`config.mk`:
```
export PLATFORM = sky130hd
export DESIGN_NAME = dut_vector_engine_flat
export DESIGN_NICKNAME = d
export VERILOG_FILES = /design/src/rtl/dut_vector_engine_pkg.sv /design/src/rtl/dut_vector_engine_if.sv /design/src/rtl/dut_vector_engine_lane_mux.sv /design/src/rtl/dut_vector_engine.sv /design/src/flat_wrapper.sv
export SDC_FILE = /design/constraint.sdc
export NUM_CORES = 1
export LEC_CHECK = 0
export CORE_MARGIN = 1
export CORE_UTILIZATION = 50
export DETAILED_ROUTE_END_ITERATION = 6
export PLACE_DENSITY = 0.9
export SETUP_SLACK_MARGIN = 0.3
export SYNTH_ARGS = -nofsm -noshare
export SYNTH_HDL_FRONTEND = slang
export SYNTH_HIERARCHICAL = 1
export SYNTH_SLANG_ARGS = --single-unit
export TNS_END_PERCENT = 1
```
`constraint.sdc`:
```
create_clock -name clock -period 4.7 [get_ports clock]
set_input_delay 0.94 -clock clock [delete_from_list [all_inputs] [get_ports clock]]
set_output_delay 0.94 -clock clock [all_outputs]
set_load 0.01 [all_outputs]
```
`src/rtl/dut_vector_engine_pkg.sv`:
```
// Shared definitions for the vector engine: FSM state codes, mode codes and
// helpers that locate fields inside the stimulus and result FIFO words.
//   sfifo entry : {last, cycles, expected, stim}   (stim at bit 0)
//   rfifo entry : {mismatch, cycles, sample}       (sample at bit 0)
package dut_vector_pkg;

  localparam int unsigned STATE_W = 3;

  localparam logic [STATE_W-1:0] ST_IDLE   = 3'd0;
  localparam logic [STATE_W-1:0] ST_LOAD   = 3'd1;
  localparam logic [STATE_W-1:0] ST_APPLY  = 3'd2;
  localparam logic [STATE_W-1:0] ST_SAMPLE = 3'd3;
  localparam logic [STATE_W-1:0] ST_WRITE  = 3'd4;
  localparam logic [STATE_W-1:0] ST_DONE   = 3'd5;

  localparam logic MODE_CAPTURE = 1'b0;
  localparam logic MODE_COMPARE = 1'b1;

  // Default geometry, used where no override is given
  localparam int unsigned DEF_STF_WIDTH   = 24;
  localparam int unsigned DEF_RTF_WIDTH   = 24;
  localparam int unsigned DEF_CYCLE_RANGE = 5;

  function automatic int unsigned sf_width(input int unsigned stf, input int unsigned rtf,
                                           input int unsigned cr);
    return 1 + (cr + 1) + rtf + stf;
  endfunction

  function automatic int unsigned rf_width(input int unsigned rtf, input int unsigned cr);
    return 1 + (cr + 1) + rtf;
  endfunction

  // Stimulus-entry field offsets
  function automatic int unsigned sf_exp_lsb(input int unsigned stf);
    return stf;
  endfunction

  function automatic int unsigned sf_cyc_lsb(input int unsigned stf, input int unsigned rtf);
    return stf + rtf;
  endfunction

  // Result-entry field offsets
  function automatic int unsigned rf_cyc_lsb(input int unsigned rtf);
    return rtf;
  endfunction

  localparam int unsigned DEF_SFW = 1 + (DEF_CYCLE_RANGE + 1) + DEF_RTF_WIDTH + DEF_STF_WIDTH;
  localparam int unsigned DEF_RFW = 1 + (DEF_CYCLE_RANGE + 1) + DEF_RTF_WIDTH;

endpackage

```
`src/rtl/dut_vector_engine_if.sv`:
```
// FIFO-side bus of the vector engine: show-ahead stimulus FIFO read port and
// result FIFO write port.
//   master : engine side (pops stimulus, pushes results)
//   slave  : FIFO side
interface dut_vector_engine_if
  import dut_vector_pkg::*;
#(
  parameter int unsigned SFW = DEF_SFW,
  parameter int unsigned RFW = DEF_RFW
);
  logic [SFW-1:0] sfifo_data;
  logic           sfifo_rdempty;
  logic           sfifo_rdreq;
  logic [RFW-1:0] rfifo_data;
  logic           rfifo_wrreq;
  logic           rfifo_wrfull;

  modport master (
    input  sfifo_data, sfifo_rdempty, rfifo_wrfull,
    output sfifo_rdreq, rfifo_data, rfifo_wrreq
  );

  modport slave (
    output sfifo_data, sfifo_rdempty, rfifo_wrfull,
    input  sfifo_rdreq, rfifo_data, rfifo_wrreq
  );
endinterface

```
`src/rtl/dut_vector_engine_lane_mux.sv`:
```
// dut_lane_mux: registered NUM_DUT:1 selector over the concatenated miso lanes.
// Captures the selected lane when en is high; an index >= NUM_DUT yields 0.
//   clk, rst_n : clock, async active-low reset
//   en         : capture strobe
//   sel        : lane index
//   miso       : lane k at [k*RTF_WIDTH +: RTF_WIDTH]
//   sample     : registered lane value
module dut_lane_mux #(
  parameter int unsigned NUM_DUT   = 4,
  parameter int unsigned RTF_WIDTH = 24,
  parameter int unsigned SEL_WIDTH = 2
) (
  input  logic                         clk,
  input  logic                         rst_n,
  input  logic                         en,
  input  logic [SEL_WIDTH-1:0]         sel,
  input  logic [NUM_DUT*RTF_WIDTH-1:0] miso,
  output logic [RTF_WIDTH-1:0]         sample
);

  logic [RTF_WIDTH-1:0] pick_c;

  // Indices with no matching lane fall through to the zero default
  always_comb begin
    pick_c = '0;
    for (int k = 0; k < int'(NUM_DUT); k++) begin
      if (sel == SEL_WIDTH'(k)) pick_c = miso[k*RTF_WIDTH +: RTF_WIDTH];
    end
  end

  always_ff @(posedge clk or negedge rst_n) begin
    if (!rst_n)  sample <= '0;
    else if (en) sample <= pick_c;
  end

endmodule

```
`src/rtl/dut_vector_engine.sv`:
```
// dut_vector_engine: pulls vectors from a show-ahead stimulus FIFO, drives them
// on mosi for a per-vector hold count, samples one miso lane, optionally
// compares it under a mask and pushes a result word to the result FIFO.
// Ports:
//   clock, reset_n          : clock, async active-low reset
//   start, abort            : run control (abort has priority)
//   mode, lane_sel, cmp_mask: run configuration, latched on start
//   fifo (master)           : stimulus/result FIFO bus
//   mosi / miso             : broadcast stimulus / per-lane responses
//   target_sel, busy, done  : status
//   fail, fail_count, vec_count : run results, held until next start
// Build option: VECTOR_ENGINE_STOP_ON_FAIL_EN ends a COMPARE run after the
// first mismatching vector has been written.
module dut_vector_engine
  import dut_vector_pkg::*;
#(
  parameter int unsigned STF_WIDTH   = 24,
  parameter int unsigned RTF_WIDTH   = 24,
  parameter int unsigned CYCLE_RANGE = 5,
  parameter int unsigned NUM_DUT     = 4,
  parameter int unsigned SEL_WIDTH   = 2,
  parameter int unsigned CNT_WIDTH   = 16
) (
  input  logic                         clock,
  input  logic                         reset_n,
  input  logic                         start,
  input  logic                         abort,
  input  logic                         mode,
  input  logic [SEL_WIDTH-1:0]         lane_sel,
  input  logic [RTF_WIDTH-1:0]         cmp_mask,
  dut_vector_engine_if.master          fifo,
  output logic [STF_WIDTH-1:0]         mosi,
  input  logic [NUM_DUT*RTF_WIDTH-1:0] miso,
  output logic [SEL_WIDTH-1:0]         target_sel,
  output logic                         busy,
  output logic                         done,
  output logic                         fail,
  output logic [CNT_WIDTH-1:0]         fail_count,
  output logic [CNT_WIDTH-1:0]         vec_count
);

  localparam int unsigned CYC_W      = CYCLE_RANGE + 1;
  localparam int unsigned SFW        = sf_width(STF_WIDTH, RTF_WIDTH, CYCLE_RANGE);
  localparam int unsigned RFW        = rf_width(RTF_WIDTH, CYCLE_RANGE);
  localparam int unsigned SF_EXP_LSB = sf_exp_lsb(STF_WIDTH);
  localparam int unsigned SF_CYC_LSB = sf_cyc_lsb(STF_WIDTH, RTF_WIDTH);
  localparam int unsigned SF_LAST    = SFW - 1;
  localparam int unsigned RF_CYC_LSB = rf_cyc_lsb(RTF_WIDTH);
  localparam int unsigned RF_MIS     = RFW - 1;

  logic [STATE_W-1:0]   state_q,   state_nx;
  logic                 mode_q,    mode_nx;
  logic [RTF_WIDTH-1:0] mask_q,    mask_nx;
  logic [SEL_WIDTH-1:0] sel_nx;
  logic [STF_WIDTH-1:0] mosi_nx;
  logic [RTF_WIDTH-1:0] exp_q,     exp_nx;
  logic [CYC_W-1:0]     cyc_q,     cyc_nx;
  logic                 last_q,    last_nx;
  logic [CYC_W-1:0]     hold_q,    hold_nx;
  logic                 rdreq_q,   rdreq_nx;
  logic                 wrreq_q,   wrreq_nx;
  logic [RFW-1:0]       rdata_q,   rdata_nx;
  logic                 busy_nx,   done_nx,  fail_nx;
  logic [CNT_WIDTH-1:0] fcnt_nx,   vcnt_nx;
  logic                 mis_c;
  logic                 cap_en_c;
  logic [RTF_WIDTH-1:0] sample;

  assign fifo.sfifo_rdreq = rdreq_q;
  assign fifo.rfifo_wrreq = wrreq_q;
  assign fifo.rfifo_data  = rdata_q;

  // Lane captured on the last APPLY edge, seen by SAMPLE the cycle after
  assign cap_en_c = (state_q == ST_APPLY) && (hold_q == '0);

  dut_lane_mux #(
    .NUM_DUT  (NUM_DUT),
    .RTF_WIDTH(RTF_WIDTH),
    .SEL_WIDTH(SEL_WIDTH)
  ) u_lane_mux (
    .clk   (clock),
    .rst_n (reset_n),
    .en    (cap_en_c),
    .sel   (target_sel),
    .miso  (miso),
    .sample(sample)
  );

  assign mis_c = (mode_q == MODE_COMPARE) && (|((sample ^ exp_q) & mask_q));

  // Next-state and next-output logic
  always_comb begin
    state_nx = state_q;
    mode_nx  = mode_q;
    mask_nx  = mask_q;
    sel_nx   = target_sel;
    mosi_nx  = mosi;
    exp_nx   = exp_q;
    cyc_nx   = cyc_q;
    last_nx  = last_q;
    hold_nx  = hold_q;
    rdreq_nx = 1'b0;
    wrreq_nx = 1'b0;
    rdata_nx = rdata_q;
    fail_nx  = fail;
    fcnt_nx  = fail_count;
    vcnt_nx  = vec_count;

    if (abort) begin
      state_nx = ST_IDLE;
    end else begin
      case (state_q)
        ST_IDLE: begin
          if (start) begin
            mode_nx  = mode;
            sel_nx   = lane_sel;
            mask_nx  = cmp_mask;
            fail_nx  = 1'b0;
            fcnt_nx  = '0;
            vcnt_nx  = '0;
            state_nx = ST_LOAD;
          end
        end
        ST_LOAD: begin
          if (!fifo.sfifo_rdempty) begin
            rdreq_nx = 1'b1;
            mosi_nx  = fifo.sfifo_data[STF_WIDTH-1:0];
            exp_nx   = fifo.sfifo_data[SF_EXP_LSB +: RTF_WIDTH];
            cyc_nx   = fifo.sfifo_data[SF_CYC_LSB +: CYC_W];
            last_nx  = fifo.sfifo_data[SF_LAST];
            hold_nx  = fifo.sfifo_data[SF_CYC_LSB +: CYC_W];
            state_nx = ST_APPLY;
          end
        end
        ST_APPLY: begin
          if (hold_q == '0) state_nx = ST_SAMPLE;
          else              hold_nx  = hold_q - CYC_W'(1);
        end
        ST_SAMPLE: begin
          rdata_nx = {mis_c, cyc_q, sample};
          state_nx = ST_WRITE;
        end
        ST_WRITE: begin
          if (!fifo.rfifo_wrfull) begin
            wrreq_nx = 1'b1;
            if (!(&vec_count)) vcnt_nx = vec_count + CNT_WIDTH'(1);
            if (rdata_q[RF_MIS]) begin
              fail_nx = 1'b1;
              if (!(&fail_count)) fcnt_nx = fail_count + CNT_WIDTH'(1);
            end
            state_nx = last_q ? ST_DONE : ST_LOAD;
`ifdef VECTOR_ENGINE_STOP_ON_FAIL_EN
            // Mismatch only ever set in COMPARE mode
            if (rdata_q[RF_MIS]) state_nx = ST_DONE;
`else
`endif
          end
        end
        ST_DONE: state_nx = ST_IDLE;
        default: state_nx = ST_IDLE;
      endcase
    end

    done_nx = (state_nx == ST_DONE);
    busy_nx = (state_nx != ST_IDLE);
  end

  // State and registered outputs
  always_ff @(posedge clock or negedge reset_n) begin
    if (!reset_n) begin
      state_q    <= ST_IDLE;
      mode_q     <= MODE_CAPTURE;
      mask_q     <= '0;
      target_sel <= '0;
      mosi       <= '0;
      exp_q      <= '0;
      cyc_q      <= '0;
      last_q     <= 1'b0;
      hold_q     <= '0;
      rdreq_q    <= 1'b0;
      wrreq_q    <= 1'b0;
      rdata_q    <= '0;
      busy       <= 1'b0;
      done       <= 1'b0;
      fail       <= 1'b0;
      fail_count <= '0;
      vec_count  <= '0;
    end else begin
      state_q    <= state_nx;
      mode_q     <= mode_nx;
      mask_q     <= mask_nx;
      target_sel <= sel_nx;
      mosi       <= mosi_nx;
      exp_q      <= exp_nx;
      cyc_q      <= cyc_nx;
      last_q     <= last_nx;
      hold_q     <= hold_nx;
      rdreq_q    <= rdreq_nx;
      wrreq_q    <= wrreq_nx;
      rdata_q    <= rdata_nx;
      busy       <= busy_nx;
      done       <= done_nx;
      fail       <= fail_nx;
      fail_count <= fcnt_nx;
      vec_count  <= vcnt_nx;
    end
  end

endmodule

```
`src/flat_wrapper.sv`:
```
// flat-port wrapper written by rule: the top's interface ports become plain ports
module dut_vector_engine_flat import dut_vector_pkg::*;
#(
  parameter int unsigned STF_WIDTH   = 24,
  parameter int unsigned RTF_WIDTH   = 24,
  parameter int unsigned CYCLE_RANGE = 5,
  parameter int unsigned NUM_DUT     = 4,
  parameter int unsigned SEL_WIDTH   = 2,
  parameter int unsigned CNT_WIDTH   = 16
)
  (clock, reset_n, start, abort, mode, lane_sel, cmp_mask, mosi, miso, target_sel, busy, done, fail, fail_count, vec_count, fifo_sfifo_data, fifo_sfifo_rdempty, fifo_rfifo_wrfull, fifo_sfifo_rdreq, fifo_rfifo_data, fifo_rfifo_wrreq);
  dut_vector_engine_if #(.SFW((1 + ((5) + 1) + (24) + (24))), .RFW((1 + ((5) + 1) + (24)))) fifo_i ();
  input  logic clock;
  input  logic reset_n;
  input  logic start;
  input  logic abort;
  input  logic mode;
  input  logic [SEL_WIDTH-1:0] lane_sel;
  input  logic [RTF_WIDTH-1:0] cmp_mask;
  output logic [STF_WIDTH-1:0] mosi;
  input  logic [NUM_DUT*RTF_WIDTH-1:0] miso;
  output logic [SEL_WIDTH-1:0] target_sel;
  output logic busy;
  output logic done;
  output logic fail;
  output logic [CNT_WIDTH-1:0] fail_count;
  output logic [CNT_WIDTH-1:0] vec_count;
  input wire logic [$bits(fifo_i.sfifo_data)-1:0] fifo_sfifo_data;
  input wire logic [$bits(fifo_i.sfifo_rdempty)-1:0] fifo_sfifo_rdempty;
  input wire logic [$bits(fifo_i.rfifo_wrfull)-1:0] fifo_rfifo_wrfull;
  output wire logic [$bits(fifo_i.sfifo_rdreq)-1:0] fifo_sfifo_rdreq;
  output wire logic [$bits(fifo_i.rfifo_data)-1:0] fifo_rfifo_data;
  output wire logic [$bits(fifo_i.rfifo_wrreq)-1:0] fifo_rfifo_wrreq;
  assign fifo_i.sfifo_data = fifo_sfifo_data;
  assign fifo_i.sfifo_rdempty = fifo_sfifo_rdempty;
  assign fifo_i.rfifo_wrfull = fifo_rfifo_wrfull;
  assign fifo_sfifo_rdreq = fifo_i.sfifo_rdreq;
  assign fifo_rfifo_data = fifo_i.rfifo_data;
  assign fifo_rfifo_wrreq = fifo_i.rfifo_wrreq;
  dut_vector_engine #(.STF_WIDTH(STF_WIDTH), .RTF_WIDTH(RTF_WIDTH), .CYCLE_RANGE(CYCLE_RANGE), .NUM_DUT(NUM_DUT), .SEL_WIDTH(SEL_WIDTH), .CNT_WIDTH(CNT_WIDTH)) u_core (.clock(clock), .reset_n(reset_n), .start(start), .abort(abort), .mode(mode), .lane_sel(lane_sel), .cmp_mask(cmp_mask), .fifo(fifo_i), .mosi(mosi), .miso(miso), .target_sel(target_sel), .busy(busy), .done(done), .fail(fail), .fail_count(fail_count), .vec_count(vec_count));
endmodule
```
=== Yosys cells after proc, flatten, opt, wreduce, memory -nomap -nowiden ===
Index checks and enable logic that the tools add are counted.

* Add/sub/neg operators: 3
* Reduce and logical (&&, ||, !) cells: 18
* Equal/unequal tests: 15
* Multiplexer cells: 32
* Bitwise operators: 4

{| class="wikitable"
|+ Operator list
! operator !! number
|-
| $mux 16 || 6
|-
| $mux 24 || 4
|-
| $pmux 16 s2 || 2
|-
| $add 16x1->16 const B || 2
|-
| $reduce_and 16->1 || 2
|-
| $and 24x24->24 || 1
|-
| $reduce_or 24->1 || 1
|-
| $xor 24x24->24 || 1
|-
| $mux 3 || 6
|-
| $pmux 3 s5 || 1
|-
| $mux 6 || 2
|-
| $ne 2x2->1 const B || 6
|-
| $pmux 6 s2 || 1
|-
| $reduce_and 5->1 || 2
|-
| $mux 1 || 9
|-
| $eq 3x2->1 const B || 2
|-
| $eq 3x3->1 const B || 2
|-
| $logic_not 6->1 || 1
|-
| $reduce_and 3->1 || 2
|-
| $reduce_and 6->1 || 1
|-
| $sub 6x1->6 const B || 1
|-
| $eq 2x2->1 const B || 2
|-
| $reduce_and 4->1 || 1
|-
| $reduce_bool 2->1 || 2
|-
| other kinds (10) || 12
|}

* Bits in registers: 183
* Input bits: 184
* Output and inout bits: 94
* Logic and storage cells: 90

=== Depth between registers and ports, before layout ===
Gate-level depths: netlist of the first run.

* Depth after elaboration: 5
* Mapped depth: 9
* Mapped depth without buffers: 7

=== Modules after synthesis ===
The synthesis of the first run kept the hierarchy.

{| class="wikitable"
|+ By module, submodules not included
! module !! times used !! area an instance (µm²) !! sequential area each (µm²) !! cells an instance
|-
| dut_vector_engine || 1 || 7093.1 || 3978.8 || 679
|-
| dut_lane_mux || 1 || 1581.5 || 600.6 || 135
|}

=== Worst setup path before layout of the first run ===
Ideal clock, no wire load.

* Kind: input to register
* Start: in fifo_sfifo_rdempty
* End: reg u_core.hold_q[1]
* Library setup time: 0.125 ns
* Path slack: 2.486 ns
* Data arrival time: 2.089 ns
* Data required time: 4.575 ns
* Cell stages on the path: 5
* Buffers on the path: 1
* Cell sequence: or3b_4 a211oi_4 o21ai_2 buf_6 mux2_4

* Cells in the longest elaborated chain, start to end: 2

{| class="wikitable"
|+ Ends and longest elaborated chain
! what !! line !! RTL
|-
| start, declared || flat_wrapper.sv:29 || <nowiki>input wire logic [$bits(fifo_i.sfifo_rdempty)-1:0] fifo_sfifo_rdempty;</nowiki>
|-
| $ne 2x2->1 (no source line) || n/a ||
|-
| $reduce_and 4->1 (no source line) || n/a ||
|-
| end signal, assigned || dut_vector_engine.sv:197 || <nowiki>hold_q <= hold_nx;</nowiki>
|-
| end, declared || dut_vector_engine.sv:59 || <nowiki>logic [CYC_W-1:0] hold_q, hold_nx;</nowiki>
|}

Every way passes these cells.
A chain may end at the register's enable or synchronous reset.

=== Worst setup path after layout of the first run ===
* Start: reg u_core.state_q[2]
* End: reg u_core.vec_count[3]

* Cells in the longest elaborated chain, start to end: 3
* Elaborated cells between the ends (all ways): 8
* Those cells by class: eq/ne (4); mux (1); reduce/logical (3)

{| class="wikitable"
|+ Ends and longest elaborated chain
! what !! line !! RTL
|-
| start, declared || dut_vector_engine.sv:51 || <nowiki>logic [STATE_W-1:0] state_q, state_nx;</nowiki>
|-
| start signal, assigned || dut_vector_engine.sv:189 || <nowiki>state_q <= state_nx;</nowiki>
|-
| $eq 3x3->1 / $logic_not 3->1 (equally long branches) || dut_vector_engine.sv:112 || <nowiki>case (state_q)</nowiki>
|-
| $ne 2x2->1 (no source line) / $reduce_bool 2->1 (equally long branches) || n/a ||
|-
| $reduce_and 5->1 (no source line) || n/a ||
|-
| end signal, assigned || dut_vector_engine.sv:205 || <nowiki>vec_count <= vcnt_nx;</nowiki>
|-
| end, declared || dut_vector_engine.sv:39 || <nowiki>output logic [CNT_WIDTH-1:0] vec_count</nowiki>
|}

Parallel ways exist; a longest one is shown, timed or not.

==> results of run 1 <==
## final timing paths
path | end | slack [ns]
worst max register to register | u_core/vec_count[3] | 1.68
worst max-delay path | u_core/vec_count[3] | 1.68
worst min-delay path | u_core/mosi[9] | 0.47
min in group asynchronous | u_core/fail_count[10] | 0.67
worst min register to register | u_core/mosi[9] | 0.47
max in group asynchronous | u_core/target_sel[1] | 3.10
## worst min-delay path, delay by kind of cell (launching register included)
kind | cells | cell delay, ns
flip-flops | 1 | 0.34
AND/OR/NAND/NOR | 2 | 0.10
## Yosys cell counts, drive strengths merged
cell / instances
a211o: 1
a211oi: 2
a21bo: 1
a21oi: 11
a221o: 2
a222oi: 1
a22oi: 11
a31oi: 12
a41oi: 5
and2: 2
and3: 4
and4: 2
buf: 35
clkbuf: 7
dfrtp: 183
ha: 3
inv: 8
mux2: 59
mux2i: 50
nand2: 196
nand2b: 29
nand3: 20
nand4: 6
nor2: 34
nor2b: 4
nor3: 9
nor3b: 1
nor4: 2
nor4b: 1
o211ai: 1
o21a: 1
o21ai: 33
o21bai: 2
o221ai: 24
o22a: 2
o22ai: 2
o311ai: 1
o31ai: 11
o41ai: 2
or2: 2
or3: 3
or3b: 2
or4: 3
xor2: 24
## through the flow
step | worst slack (ns) | util [%] | hold WS, ns | total power [mW]
after floorplan | 2.49 | - | 0.440 | 3.11
after global placement | 1.42 | 68.4 | 0.452 | 3.84
after detailed placement | 1.37 | 68.4 | 0.462 | 3.91
after CTS | 1.76 | 72.1 | 0.478 | 5.43
after global routing | 1.50 | 72.1 | 0.497 | 5.68
final | 1.68 | 72.1 | 0.474 | 5.40
## power groups by stage
stage               Combinational [mW]  Sequential [mW]  Clock (mW)
detailed placement                1.53             2.38           0
finish                            1.54             2.37        1.50
CTS                               1.54             2.37        1.52
global route                      1.66             2.42        1.60
global placement                  1.48             2.36           0
floorplan                        0.759             2.35           0
## layer usage
metal	track usage [%]	routed length, um	up-vias
li1	-	-	3368
met1	36.2	9730	3555
met2	46.6	12200	301
met3	5.90	1560	46
met4	10.7	678	0
met5	0	0	-
## area by class of cell
| cell class | instances | share of cell area, % |
|---|---|---|
| inverters | 8 | 0.248 |
| well taps | 220 | 2.28 |
| flip-flops and latches | 183 | 37.9 |
| clock buffers | 19 | 3.66 |
| multi-input cells | 581 | 31.1 |
| clock inverters | 12 | 1.46 |
| repair buffers | 282 | 23.4 |
## flip-flops by register name (all words and copies together) (netlist names), 2 cells and up
register / cells
u_core/state_q: 3
u_core/vec_count: 16
u_core/hold_q: 6
u_core/u_lane_mux/sample: 24
u_core/mosi: 24
u_core/exp_q: 24
u_core/cyc_q: 6
u_core/mask_q: 24
u_core/fifo.rfifo_data: 31
u_core/fail_count: 16
u_core/target_sel: 2
## kinds of logic after synthesis
logic type      Yosys count
simple gates            320
flops                   183
compound gates          125
mux                     109
buf+inv                  50
xor+xnor                 24
fa+ha+maj                 3
==> qor.yml, run 1 <==
cells_and_area:
  seqCellArea_um2: 4580
  postLayoutCellArea_um2: 12100
  final_common_cell: "clkdlybuf4s50_1"
  syn_to_final_growth_pct: 39.4
  drive_gt1_share_pct: 10.4
  nets: 1260
  antenna_cells: 0
  layout_common_cells: "276 x clkdlybuf4s50_1, 196 x nand2_1, 182 x dfrtp_1"
  stdcell_count: 1305
  fillCellCount: 1218
  multi_input_area_um2: 3760
synthesis:
  synth_simple_gate_area_share_pct: 16.5
  synth.largest_area_cell: "dfrtp_1"
  syn_area_per_cell_um2: 10.7
  synth_top_area_share_pct: 52.8
  synth_area_leaders: "dfrtp_1 53%, nand2_1 8.5%, mux2_2 7.5%"
  ys_types: 62
  synth_compound_area_share_pct: 10.4
  synth-seq-cells: 183
  synth_nets: 1001
  ys_warn_count: 6
  synth_top_family_by_area: "simple AND/OR/NAND/NOR gates"
  synth_cells: 814
  ys_seq_area_share_pct: 52.8
  muxShareOfSynthArea_pct: 13.5
  synthAdderAreaFrac_pct: 0.433
  synth_xor_area_share_pct: 2.42
  synthesis.area_um2: 8670
power_and_ir_drop:
  combinationalPowerShare_pct: 28.4
  sw_frac_of_total_pct: 29.9
  p_per_area_nw_per_um2: 447
  p_int_mw: 3.79
  sequentialPowerShare_pct: 43.8
  pwr-share-clk_pct: 27.8
  max-vdd-ir-drop_v: 0.000305
  power.leakage_nw: 5.35
  p_switching_mw: 1.62
clock_tree:
  insertion_delay_ns: 0.42
  cts_buffers: 17
  cts_tree: "built"
  postCtsSetupBuffers: 0
  cts_resized: 0
  clkTransAtPathRegs_ns: 0.07
  cts_hold_buf: 0
  cts_max_path_buffers: 2
  h-tree-depth: 4
  clock-sinks: 183
  cts-root-buf: "clkbuf_16"
worst_setup_path:
  worstPathRequired_ns: 5.04
  path_depth: 5
  crit_path_end_kind: "register"
  cp-startpoint: "u_core/state_q[2]"
  cp-start-kind: "register"
  rr_startpoint: "u_core/state_q[2]"
  crit_chain: "nor3b_2, nand2_1, o31ai_2, inv_1, a31oi_1"
  criticalPathCategory: "register to register"
  cp.arrival_ns: 3.35
  r2r_cells: 5
  crit_slowest_cell: "nor3b_2"
  critPathBufInv: 1
  slowest_delay_ns: 0.90
  critical_path.top_delay_family: "simple AND/OR/NAND/NOR gates"
  worstPathMaxFanout: 16
grt:
  overflow: 0
  grt_use_total_pct: 28.1
  grt_pass1_vias: 7383
  antenna_found_initial: 0
  grt_max_degree: 120
  grt_pass1_wl_um: 38800
route:
  vias: 7270
  drc: 0
  via_per_inst: 5.57
  wl_per_cell_um: 18.5
  routed_wl_um: 24200
  detail-route-antenna-nets: 0
  dr.pass1.iters: 5
  drt-initial-drc-count: 590
timing:
  max-slew-margin-rel_pct: 18.1
  slew_viol_final: 0
  hold_viol_final: 0
  post-route-period-util_pct: 64.2
  skew_ns: 0.00725
  rsz0062_at_grt: "false"
  fmax_mhz: 331
  tns_ns: 0
  final.min_clock_period_ns: 3.02
  final-setup-viol-count: 0
  tightest_slew_ns: 1.22
place:
  gp_congestion: 0.852
  dp.cells: 1274
  port_buffers: 277
  dpl.hpwl_um: 17100
  dpl-instance-area_um2: 11500
floorplan:
  fp.dieH_um: 134
  rows: 47
  core-area_um2: 16800
  die-area_um2: 17900
  start_util_pct: 51.8
  ioPinCount: 278
  die_w_um: 134
hold_path:
  holdPathStages: 2
  hp-start: "u_core/mosi[9]"
  hold_class: "register to register"
run:
  drv_cap: 0
status:
  outcome: "complete, no violations"
No activity file was read; power rests on OpenSTA's default activity.
==> inputs of run 2 (changes only) <==
CORE_UTILIZATION = 42   (was 50)
PLACE_DENSITY = 0.81   (was 0.9)
clock period = 2.6 ns   (was 4.7 ns; I/O delays follow)
==> qor.yml, run 2 (synthesized netlist as in run 1, its figures left out) <==
status:
  outcome: "complete, no violations"
place:
  pre_cts_slack_ns: 0.212
  gp_congestion: 0.840
  dpl.hpwl_um: 17400
  port_buffers: 277
floorplan:
  die-area_um2: 21200
  start_util_pct: 42.9
  die_w_um: 146
  rows: 52
  core-area_um2: 20200
  fp.dieH_um: 146
  ioPinCount: 278
route:
  vias: 7228
  via_per_inst: 5.25
  wl_per_cell_um: 17.0
  drt-initial-drc-count: 361
  dr.pass1.iters: 5
  drc: 0
  detail-route-antenna-nets: 0
  routed_wl_um: 23500
timing:
  hold_viol_final: 0
  rsz0062_at_grt: "true"
  final-setup-viol-count: 0
  timing.hold.ws_ns: 0.0565
  max-slew-margin-rel_pct: 62.7
  slew_viol_final: 0
  tightest_slew_ns: 0.559
  skew_ns: 0.00954
  final.min_clock_period_ns: 2.19
  post-route-period-util_pct: 84.4
  tns_ns: 0
  timing.final.ws_setup_ns: 0.405
  fmax_mhz: 456
clock_tree:
  insertion_delay_ns: 0.43
  cts_tree: "built"
  cts-root-buf: "clkbuf_16"
  cts_max_path_buffers: 2
  clkTransAtPathRegs_ns: 0.07
  cts_buffers: 17
  clock-sinks: 183
  h-tree-depth: 4
worst_setup_path:
  crit_chain: "inv_1, ha_1, nand2b_1, or4_1, nor2_4, nand2b_1, buf_12, o221ai_1"
  rr_startpoint: "u_core/hold_q[0]"
  crit_slowest_cell: "or4_1"
  cp-startpoint: "u_core/hold_q[0]"
  criticalPathCategory: "register to register"
  slowest_delay_ns: 0.52
  cp.arrival_ns: 2.52
  worstPathMaxFanout: 20
  worstPathRequired_ns: 2.93
  r2r_end: "u_core/u_lane_mux/sample[17]"
  cp-start-kind: "register"
  crit_path_end_kind: "register"
  r2r_cells: 8
  ff2ff_setup_slack_ns: 0.41
  critPathBufInv: 2
  cp_common_cell: "nand2b_1"
  critical_path.top_delay_family: "simple AND/OR/NAND/NOR gates"
grt:
  grt_pass1_vias: 7247
  grt_use_total_pct: 22.8
  antenna_found_initial: 0
  grt_max_degree: 64
  overflow: 0
  grt_pass1_wl_um: 38000
cells_and_area:
  drive_gt1_share_pct: 12.5
  final_core_util_pct: 61.0
  nets: 1282
  layout_common_cells: "276 x clkdlybuf4s50_1, 196 x nand2_1, 182 x dfrtp_1"
  largest_reg_flops: 31
  syn_to_final_growth_pct: 42.3
  final_common_cell: "clkdlybuf4s50_1"
  antenna_cells: 0
hold_path:
  hold_class: "input pin to asynchronous set/reset pin"
power_and_ir_drop:
  max-vdd-ir-drop_v: 0.000503
  power.leakage_nw: 5.45
  p_per_area_nw_per_um2: 766
run:
  drv_cap: 0
-- run 2: changes by cell type in the layout (fill, tap and decap cells not counted), sizes merged --
cell	before	now
clkinvlp	2	4
bufinv	4	0
clkinv	5	4
buf	5	27
inv	9	14
clkbuf	20	19
-- run 2: worst max path at each step --
| stage | endpoint | slack [ns] | depth (start not counted) |
|---|---|---|---|
| after detailed placement | u_core/vec_count[12] | 0.21 | 6 |
| after floorplan | u_core/u_lane_mux/sample[0] | 0.56 | 9 |
| after global placement | u_core/vec_count[12] | 0.23 | 6 |
| after CTS | u_core/u_lane_mux/sample[17] | 0.33 | 8 |
| final | u_core/u_lane_mux/sample[17] | 0.41 | 8 |
| after global routing | u_core/u_lane_mux/sample[1] | 0.28 | 8 |
-- run 2: worst register-to-register path, cell delays in order, from the launching register on --
cell and delay [ns]:
dfrtp_1 0.41, inv_1 0.07, ha_1 0.16, nand2b_1 0.10, or4_1 0.52, nor2_4 0.22, nand2b_1 0.19, buf_12 0.21
o221ai_1 0.22
-- run 2: power breakdown --
group	switching [mW]	internal, mW
logic	1.18	1.60
clock network	1.16	1.27
registers	0.612	3.63
-- run 2: layout make-up --
| type | count | area (um2) |
|---|---|---|
| fill | 1674 | 7890 |
| sequential | 183 | 4580 |
| multi-input combinational | 581 | 3770 |
| timing repair buffer | 304 | 3070 |
| clock buffer | 18 | 439 |
| tap | 270 | 338 |
| clock inverter | 14 | 115 |
| inverter | 8 | 30.0 |
-- run 2: stage by stage --
step	cells	power [mW]	area [um2]
5_1_grt	1378	9.98	12300
6_report	1378	9.46	12300
4_1_cts	1378	9.57	12300
3_5_place_dp	1346	7.08	11800
2_1_floorplan	814	5.62	8670
3_3_place_gp	1346	6.99	11800
-- run 2: routing by layer --
metal  wire length [um]  up-vias  GRT usage, %  part of all wire, %
li1                   -     3419             -                    -
met1              10000     3551          29.9                   43
met2              11600      234          37.8                   49
met3               1480       24          5.30                  6.3
met4                370        0          6.32                  1.6
met5                  0        -             0                    0
-- run 2: repair_timing --
action	in CTS	in global routing
hold buffers	0	0
setup endpoints to repair	7	26
gates resized for setup	1	1
setup buffers	0	0
pin swaps	0	1
==> inputs of run 3 (changes only) <==
clock period = 1.8 ns   (was 2.6 ns; I/O delays follow)
==> qor.yml, run 3 (synthesized netlist as in run 1, its figures left out) <==
cells_and_area:
  largest_reg_flops: 31
  nets: 1353
  layout_common_cells: "182 x clkdlybuf4s50_1, 178 x dfrtp_1, 147 x nand2_1"
  antenna_cells: 0
  syn_to_final_growth_pct: 57.9
  final_common_cell: "clkdlybuf4s50_1"
  drive_gt1_share_pct: 29.3
route:
  detail-route-antenna-nets: 0
  dr.pass1.iters: 5
  drc: 0
  wl_met2_um: 13100
  routed_wl_um: 26400
  vias: 7654
  top_layer_used: "met4"
  via_per_inst: 5.28
  wl_met1_um: 10900
  wl_per_cell_um: 18.2
  wl_met3_um: 1740
  drt-initial-drc-count: 324
floorplan:
  core-area_um2: 20200
  ioPinCount: 278
  die-area_um2: 21200
  die_w_um: 146
  fp.dieH_um: 146
  start_util_pct: 42.9
  rows: 52
power_and_ir_drop:
  p_per_area_nw_per_um2: 1090
  total_power_mw: 14.9
  power.leakage_nw: 6.29
  max-vdd-ir-drop_v: 0.000664
worst_setup_path:
  crit_path_end_kind: "register"
  worstPathMaxFanout: 6
  path_depth: 9
  cp.arrival_ns: 2.44
  slowest_delay_ns: 0.58
  criticalPathCategory: "register to register"
  crit_chain: "inv_2, ha_4, nand2b_4, or4_4, nor2_4, buf_12, nand2b_4, buf_12, o221ai_2"
  r2r_cells: 9
  critical_path.top_delay_family: "simple AND/OR/NAND/NOR gates"
  worstPathRequired_ns: 2.13
  crit_slowest_cell: "or4_4"
  cp-start-kind: "register"
  critPathBufInv: 3
clock_tree:
  cts_max_path_buffers: 2
  h-tree-depth: 4
  cts_tree: "built"
  clock-sinks: 183
  cts_buffers: 17
  clkTransAtPathRegs_ns: 0.07
  cts-root-buf: "clkbuf_16"
  insertion_delay_ns: 0.43
grt:
  grt_pass1_vias: 7616
  grt_pass1_wl_um: 40100
  grt_max_degree: 56
  grt_use_total_pct: 24.2
  overflow: 0
  antenna_found_initial: 1
timing:
  rsz0062_at_grt: "true"
  fmax_mhz: 473
  timing.hold.ws_ns: 0.404
  final.min_clock_period_ns: 2.11
  post-route-period-util_pct: 117
  slew_viol_final: 0
  timing.final.ws_setup_ns: -0.313
  hold_viol_final: 0
  tightest_slew_ns: 0.395
  final-setup-viol-count: 31
  skew_ns: 0.00929
  max-slew-margin-rel_pct: 73.3
place:
  pre_cts_slack_ns: -0.405
  port_buffers: 277
  dpl.hpwl_um: 18000
  gp_congestion: 0.869
status:
  outcome: "complete, but fails checks"
  failed_checks: "negative setup slack"
run:
  drv_cap: 0
hold_path:
  hold_class: "input pin to asynchronous set/reset pin"
[run 3: changes by cell type in the layout (fill, tap and decap cells not counted), moves of 18 or more]
cell             previous run  this run
mux2_2                     58        28
clkdlybuf4s15_1             0        21
buf_6                       0        28
o221ai_1                   24         3
buf_4                      20        54
mux2_4                      1        31
buf_2                       0        28
nand2_4                     0        18
dlygate4sd2_1               0        41
nand2_2                     0        31
o221ai_2                    0        19
nand2_1                   196       147
clkdlybuf4s50_1           276       182
[run 3: area by class of cell]
| cell class | instances | area, um2 |
|---|---|---|
| tap | 270 | 338 |
| inverter | 8 | 37.5 |
| fill | 1465 | 6540 |
| clock buffer | 18 | 429 |
| sequential | 183 | 4590 |
| multi-input combinational | 581 | 4450 |
| timing repair buffer | 375 | 3630 |
| clock inverter | 14 | 223 |
[run 3: timing repair]
item	CTS	global route
hold endpoints to repair	29	0
resized for setup	249	173
hold buffers	1	0
setup endpoints to repair	273	209
gates cloned	1	3
setup buffers	7	4
pin swaps	28	74
[run 3: report_power, final]
part	total, mW	internal (mW)	switching (mW)
Clock	4.12	2.49	1.63
Sequential	6.25	5.25	1.00
Combinational	4.54	2.54	2.00
[run 3: routing by layer]
metal,vias up,track usage (%)
li1,3569,-
met1,3747,31.0
met2,291,40.4
met3,47,5.83
met4,0,7.37
met5,-,0
[run 3: final timing paths]
kind | from | to | slack [ns]
worst max-delay path | u_core/hold_q[1] | u_core/u_lane_mux/sample[4] | -0.31
worst min-delay path | reset_n | u_core/fail_count[7] | 0.40
worst max register to register | u_core/hold_q[1] | u_core/u_lane_mux/sample[4] | -0.31
worst min register to register | u_core/mosi[11] | u_core/mosi[11] | 0.48
max in group asynchronous | reset_n | u_core/exp_q[17] | 0.84
min in group clock | fifo_sfifo_data[34] | u_core/exp_q[10] | 0.46
[run 3: metrics by stage]
stage | util, % | cell area, um2 | TNS (ns) | instances
finish | 67.7 | 13700 | -6.82 | 1449
floorplan | - | 8700 | -1.53 | 814
CTS | 64.4 | 13000 | -5.31 | 1442
detailed placement | 60.6 | 12300 | -46.67 | 1401
global route | 67.7 | 13700 | -9.28 | 1449
global placement | 60.6 | 12300 | -42.85 | 1401
